===== config.mk =====
export PLATFORM = sky130hd
export DESIGN_NAME = scan_test_ctrl
export DESIGN_NICKNAME = d
export VERILOG_FILES = /design/src/rtl/scan_test_ctrl.sv
export SDC_FILE = /design/constraint.sdc
export NUM_CORES = 1
export LEC_CHECK = 0
export CAP_MARGIN = 10
export CELL_PAD_IN_SITES_DETAIL_PLACEMENT = 0
export CELL_PAD_IN_SITES_GLOBAL_PLACEMENT = 1
export CORE_ASPECT_RATIO = 1.5
export CORE_UTILIZATION = 33
export DETAILED_ROUTE_END_ITERATION = 6
export PLACE_DENSITY = 0.92
export SETUP_SLACK_MARGIN = 0.1
export SYNTH_ARGS = -nofsm -noshare
export SYNTH_HDL_FRONTEND = slang
export SYNTH_SLANG_ARGS = --single-unit

===== constraint.sdc =====
create_clock -name clk -period 2.65 [get_ports clk]
set_clock_uncertainty 0.2 [all_clocks]
set_input_delay 0.795 -clock clk [delete_from_list [all_inputs] [get_ports clk]]
set_output_delay 0.795 -clock clk [all_outputs]
set_load 0.01 [all_outputs]

===== src/rtl/scan_test_ctrl.sv =====
`default_nettype none
// ============================================================================
// Module   : scan_test_ctrl
// Purpose  : Single-chain scan test sequencer (load / capture / unload) with
//            response compare; optional 16-bit MISR under SCAN_MISR_EN.
// Revision : 1.0 - initial release
// ============================================================================
module scan_test_ctrl #(
    parameter int CHAIN_LEN = 2,
    parameter int CNT_W     = $clog2(CHAIN_LEN + 1)
) (
    input  logic                 clk,
    input  logic                 rst_n,
    input  logic                 start,
    input  logic [CHAIN_LEN-1:0] pattern,
    input  logic [CHAIN_LEN-1:0] expected,
    input  logic                 SO,
    output logic                 TM,
    output logic                 SI,
    output logic                 busy,
    output logic                 done,
    output logic                 pass,
    output logic [CHAIN_LEN-1:0] captured,
    output logic [15:0]          signature
);

    localparam logic [2:0] S_IDLE    = 3'd0;
    localparam logic [2:0] S_LOAD    = 3'd1;
    localparam logic [2:0] S_CAPTURE = 3'd2;
    localparam logic [2:0] S_UNLOAD  = 3'd3;
    localparam logic [2:0] S_DONE    = 3'd4;

    logic [2:0]           state_q, state_d;
    logic [CNT_W-1:0]     cnt_q, cnt_d;
    logic [CHAIN_LEN-1:0] pat_q, pat_d;
    logic [CHAIN_LEN-1:0] exp_q, exp_d;
    logic [CHAIN_LEN-1:0] captured_q, captured_d;
    logic                 pass_q, pass_d;
    logic                 w_last;
    logic [CHAIN_LEN-1:0] w_cap_sample;

    assign w_last = (cnt_q == CNT_W'(CHAIN_LEN - 1));

    // Unload cycle k writes SO into bit N-1-k; other bits keep their value.
    always_comb begin
        w_cap_sample = captured_q;
        for (int i = 0; i < CHAIN_LEN; i++) begin
            if (CNT_W'(CHAIN_LEN - 1 - i) == cnt_q) begin
                w_cap_sample[i] = SO;
            end
        end
    end

    always_comb begin
        state_d    = state_q;
        pat_d      = pat_q;
        exp_d      = exp_q;
        captured_d = captured_q;
        pass_d     = pass_q;
        case (state_q)
            S_IDLE: begin
                if (start) begin
                    state_d = S_LOAD;
                    pat_d   = pattern;
                    exp_d   = expected;
                    pass_d  = 1'b0;
                end
            end
            S_LOAD: begin
                // MSB is always presented on SI, so shift toward the MSB.
                pat_d = pat_q << 1;
                if (w_last) begin
                    state_d = S_CAPTURE;
                end
            end
            S_CAPTURE: begin
                state_d = S_UNLOAD;
            end
            S_UNLOAD: begin
                captured_d = w_cap_sample;
                if (w_last) begin
                    state_d = S_DONE;
                    pass_d  = (w_cap_sample == exp_q);
                end
            end
            S_DONE: begin
                state_d = S_IDLE;
            end
            default: begin
                state_d = S_IDLE;
            end
        endcase
        cnt_d = (state_d != state_q) ? '0 : cnt_q + 1'b1;
    end

    always_ff @(posedge clk or negedge rst_n) begin
        if (!rst_n) begin
            state_q    <= S_IDLE;
            cnt_q      <= '0;
            pat_q      <= '0;
            exp_q      <= '0;
            captured_q <= '0;
            pass_q     <= 1'b0;
        end else begin
            state_q    <= state_d;
            cnt_q      <= cnt_d;
            pat_q      <= pat_d;
            exp_q      <= exp_d;
            captured_q <= captured_d;
            pass_q     <= pass_d;
        end
    end

    assign TM       = (state_q == S_LOAD) || (state_q == S_UNLOAD);
    assign SI       = (state_q == S_LOAD) && pat_q[CHAIN_LEN-1];
    assign busy     = (state_q == S_LOAD) || (state_q == S_CAPTURE) || (state_q == S_UNLOAD);
    assign done     = (state_q == S_DONE);
    assign pass     = pass_q;
    assign captured = captured_q;

`ifdef SCAN_MISR_EN
    logic [15:0] sig_q;

    // Accumulates across tests; only rst_n clears it.
    always_ff @(posedge clk or negedge rst_n) begin
        if (!rst_n) begin
            sig_q <= 16'h0000;
        end else if (state_q == S_UNLOAD) begin
            sig_q <= {sig_q[14:0], 1'b0} ^ (sig_q[15] ? 16'h1021 : 16'h0000) ^ {15'b0, SO};
        end
    end

    assign signature = sig_q;
`else
    assign signature = 16'h0000;
`endif

endmodule
`default_nettype wire

* Word level (Yosys, flattened, before mapping) *
Index checks and enable logic that the tools add are counted.

word-level totals
  output and inout port bits = 23
  input port bits = 8
  register bits = 12

cells by class
  reduce and logical (&&, ||, !) cells = 11
  eq/ne operators = 10
  muxes and demuxes = 12
  add/subtract/negate cells = 1

operators by type and width
  cell                   number
  $pmux W3 S4            1
  $mux W3                3
  $eq A3 B2 Y1 const B   2
  $mux W1                4
  $mux W2                2
  $ne A2 B2 Y1 const B   2
  $pmux W2 S2            1
  $reduce_and A2 Y1      2
  $reduce_bool A2 Y1     2
  $eq A3 B1 Y1 const B   1
  $eq A3 B3 Y1 const B   1
  $logic_not A3 Y1       1
  $logic_or A1 B1 Y1     3
  $ne A3 B3 Y1           1
  $reduce_and A3 Y1      1
  $add A2 B1 Y2 const B  1
  $eq A1 B2 Y1 const A   1
  $eq A2 B1 Y1 const B   1
  $eq A2 B2 Y1           1
  $logic_not A2 Y1       1
  $pmux W1 S2            1
  $logic_and A1 B1 Y1    1

* Logic depth before layout (Yosys ltp) *
  depth after elaboration = 5
  mapped depth = 5
  mapped depth without buffers = 5

* Worst setup path after synthesis *
No wires, ideal clock.

  path type = reg-to-output
  start point = reg state_q[2]
  end point = out SI
  arrival = 1.019 ns
  path slack = 0.636 ns
  cell stages (with the launch flop) = 4
  required time = 1.655 ns
  cell sequence = dfrtp_1 > buf_6 > nor3b_1 > and2_1

between the ends
  cells in the longest elaborated chain, start to end = 2

RTL lines
  element                 line  text
  from (decl)             33    logic [2:0] state_q, state_d;
  from (signal assigned)  105   state_q <= state_d;
  $eq A3 B1 Y1            115   assign SI = (state_q == S_LOAD) && pat_q[CHAIN_LEN-1];
  $logic_and A1 B1 Y1     115
  to (decl)               19    output logic SI,

No other way between the ends.

* Worst setup path after layout *
  start point = reg state_q[1]
  end point = out done

between the ends
  cells in the longest elaborated chain, start to end = 1

RTL lines
  element       line  text
  $eq A3 B3 Y1  117   assign done = (state_q == S_DONE);
  to (decl)     21    output logic done,

No other way between the ends.

==> results by group <==
Outcome
  – Run status: finished, final reports clean

Clock network
  – Skew-Pair Late Insertion Delay: 0.27 ns
  – CTS Hold Bufs: 0
  – Setup bufs post-CTS: 0
  – CTS Buf Count: 3
  – Clock root buffer master: clkbuf_4
  – Clock transition at path regs: 0.07 ns
  – Max Root-Sink Buffers: 2
  – CTS H-tree lvls: 1
  – CTS tree: yes
  – Clk sink count: 12

Placement
  – Port Buffers: 14
  – Hpwl dp: 918 um
  – Gpl congestion: 0.695

Synthesis
  – Yosys top cell area share: 40.3%
  – Post-synth ARST share: 100%
  – Gate Count Post-Synth: 72
  – Cell taking the most area after synthesis: dfrtp_1
  – Ys flop type: dfrtp_1
  – Top cells by count, synth: buf_4 (16), dfrtp_1 (12), inv_1 (5)
  – Syn avg cell area: 10.4 um2
  – EDFF count, synth: 0
  – Count leader, synth: buf_4
  – Seq/Total Area, Yosys: 40.3%
  – Yosys reg bits: 12
  – Synthesized cell area: 746 um2
  – Yosys cell types: 24
  – Top cells by area, synth: dfrtp_1 (40%), buf_4 (16%), mux2_2 (6.0%)
  – Yosys Warn Count: 0

Layout
  – Fin nets: 101
  – Footprint of the multi-input gates: 340 um2
  – Antenna fix cells: 0
  – Fill count: 213
  – Register area: 300 um2
  – Layout cells sized above 1: 18.9%
  – Layout area overhead: 20.1%

Critical path
  – Crit path max-delay family: buffers and inverters
  – CP max stage cell: dfrtp_1
  – CP arrival: 1.36 ns
  – Worst Path Max Fanout: 8
  – Critical path, cell by cell: buf_4, nor2_1, and2_2, dlygate4sd2_1
  – Largest stage delay, worst path: 0.39 ns
  – Buf/Inv on CP: 2
  – CP Data Required Time: 1.66 ns
  – Crit. End Element: output port
  – Setup crit start kind: register
  – Crit path kind: reg -> out

Routing
  – Drt pass-1 iters: 4
  – Routed len/inst: 10.0 um
  – Post-route ant nets: 0
  – Via count: 506
  – Initial DRC count: 3
  – Vias per cell: 4.52
  – Post-Route WL: 1120 um
  – DRC viols: 0

STA
  – Setup TNS: 0 ns
  – Hold_ws: 0.273 ns
  – Pins Over Slew Limit: 0
  – Final Hold Viols: 0
  – Fmax: 425 MHz
  – # setup viols final: 0
  – Worst slew pin tran: 0.506 ns
  – Final min period: 2.35 ns
  – Period utilization: 88.7%
  – Max transition margin: 66.2%
  – RSZ-0062 raised after global routing: no

Run
  – Max Cap Viol: 0

Power
  – Leakage power: 0.000442 uW
  – Max VDD drop: 383 uV
  – Cell-internal power: 600 uW
  – Pwr Density: 1030 nW/um2
  – Reg power frac: 33.5%
  – Comb pwr share: 51.1%
  – Clk network pwr share: 15.3%
  – Net Sw Frac: 35.2%
  – P_sw: 326 uW

GRT
  – Vias in the first global route: 436
  – Initial antenna violation count: 0
  – Largest net degree at the start of global routing: 13
  – Total grt overflow: 0
  – First-pass GRT wire length: 1880 um
  – GRT Overall Usage: 11.8%

Floorplan
  – Die area: 2460 um2
  – Core area: 2080 um2
  – Die Y: 60.2 um
  – Die X: 40.8 um
  – Starting density of the core: 35.9%
  – Num ports: 31
  – Std-Cell Rows: 20

Worst hold path
  – HP Class: reg -> reg
[sequential cells by signal, indices dropped and copies added (netlist names)]
signal    count
captured      2
cnt_q         2
exp_q         2
pass          1
pat_q         2
state_q       3
[worst paths after layout]
kind	slack, ns	depth (start not counted)	start	to
min reg2reg	0.27	1	cnt_q[0]	cnt_q[0]
max	0.30	4	state_q[1]	done
min	0.27	1	cnt_q[0]	cnt_q[0]
max in group asynchronous	1.25	1	rst_n	exp_q[1]
max reg2reg	0.96	3	state_q[2]	exp_q[1]
min in group asynchronous	0.66	1	rst_n	cnt_q[0]
[layout make-up]
type	instances	area share, %
Clock buffer	4	4.05
Timing Repair Buffer	18	19.3
Inverter	5	2.09
Sequential cell	12	33.5
Tap cell	22	3.07
Multi-Input combinational cell	51	38.0
[kinds of logic (layout without fill, tap and decap cells)]
kind of cell | Yosys count | in the layout | synth area share (%)
AO/OA/AOI/OAI | 4 | 4 | 3.19
XOR/XNOR | 3 | 3 | 3.52
adder cells (fa/ha/maj) | 2 | 2 | 3.36
buffers and inverters | 24 | 27 | 22.3
flip-flops | 12 | 12 | 40.3
multiplexers | 7 | 7 | 10.1
other | 1 | 16 | 0.503
AND/OR/NAND/NOR | 19 | 19 | 16.8
[repair_timing]
item / in CTS / in global routing
setup endpoints to repair: 3 / 2
pin swaps: 0 / 1
resized for setup: 3 / 2
[power by group through the flow]
stage          clock, uW  combinational [uW]  sequential, uW
2_1_floorplan          0                 337             312
3_3_place_gp           0                 477             310
3_5_place_dp           0                 484             312
4_1_cts              147                 483             311
5_1_grt              159                 529             321
6_report             142                 473             310
[worst reg2reg max path: stages (launching register included)]
cell     delay, ns
dfrtp_1       0.39
buf_4         0.18
nor4b_4       0.43
mux2_2        0.38
[metal layers]
| metal | GRT usage [%] | up-vias | wire (um) |
|---|---|---|---|
| li1 | - | 236 | - |
| met1 | 13.2 | 241 | 419 |
| met2 | 17.4 | 25 | 584 |
| met3 | 3.35 | 4 | 80 |
| met4 | 10.0 | 0 | 37 |
| met5 | 0 | - | 0 |
[cells in the final DEF, fill, tap and decap left out, drive strengths merged]
cell	instances
nand3	3
clkbuf	4
a21oi	2
and2	2
ha	2
o21ai	1
dlymetal6s2s	2
o32ai	1
buf	4
conb	16
inv	5
nor4b	1
mux2i	3
or3b	1
mux2	4
dfrtp	12
dlygate4sd2	2
nand2	2
xor2	2
clkdlybuf4s50	10
nor3b	3
xnor2	1
nor2	4
and2b	1
nor3	2
[per-stage QoR]
stage	cell area (um2)	total power (uW)	utilization [%]	setup slack, ns	std cells
after floorplan	802	649	-	0.636	87
after global placement	852	787	41.0	0.293	108
after detailed placement	852	796	41.0	0.280	108
after CTS	891	941	42.9	0.0843	112
after global routing	896	1010	43.1	0.224	112
final	896	926	43.1	0.300	112
No activity file was read; power rests on OpenSTA's default activity.
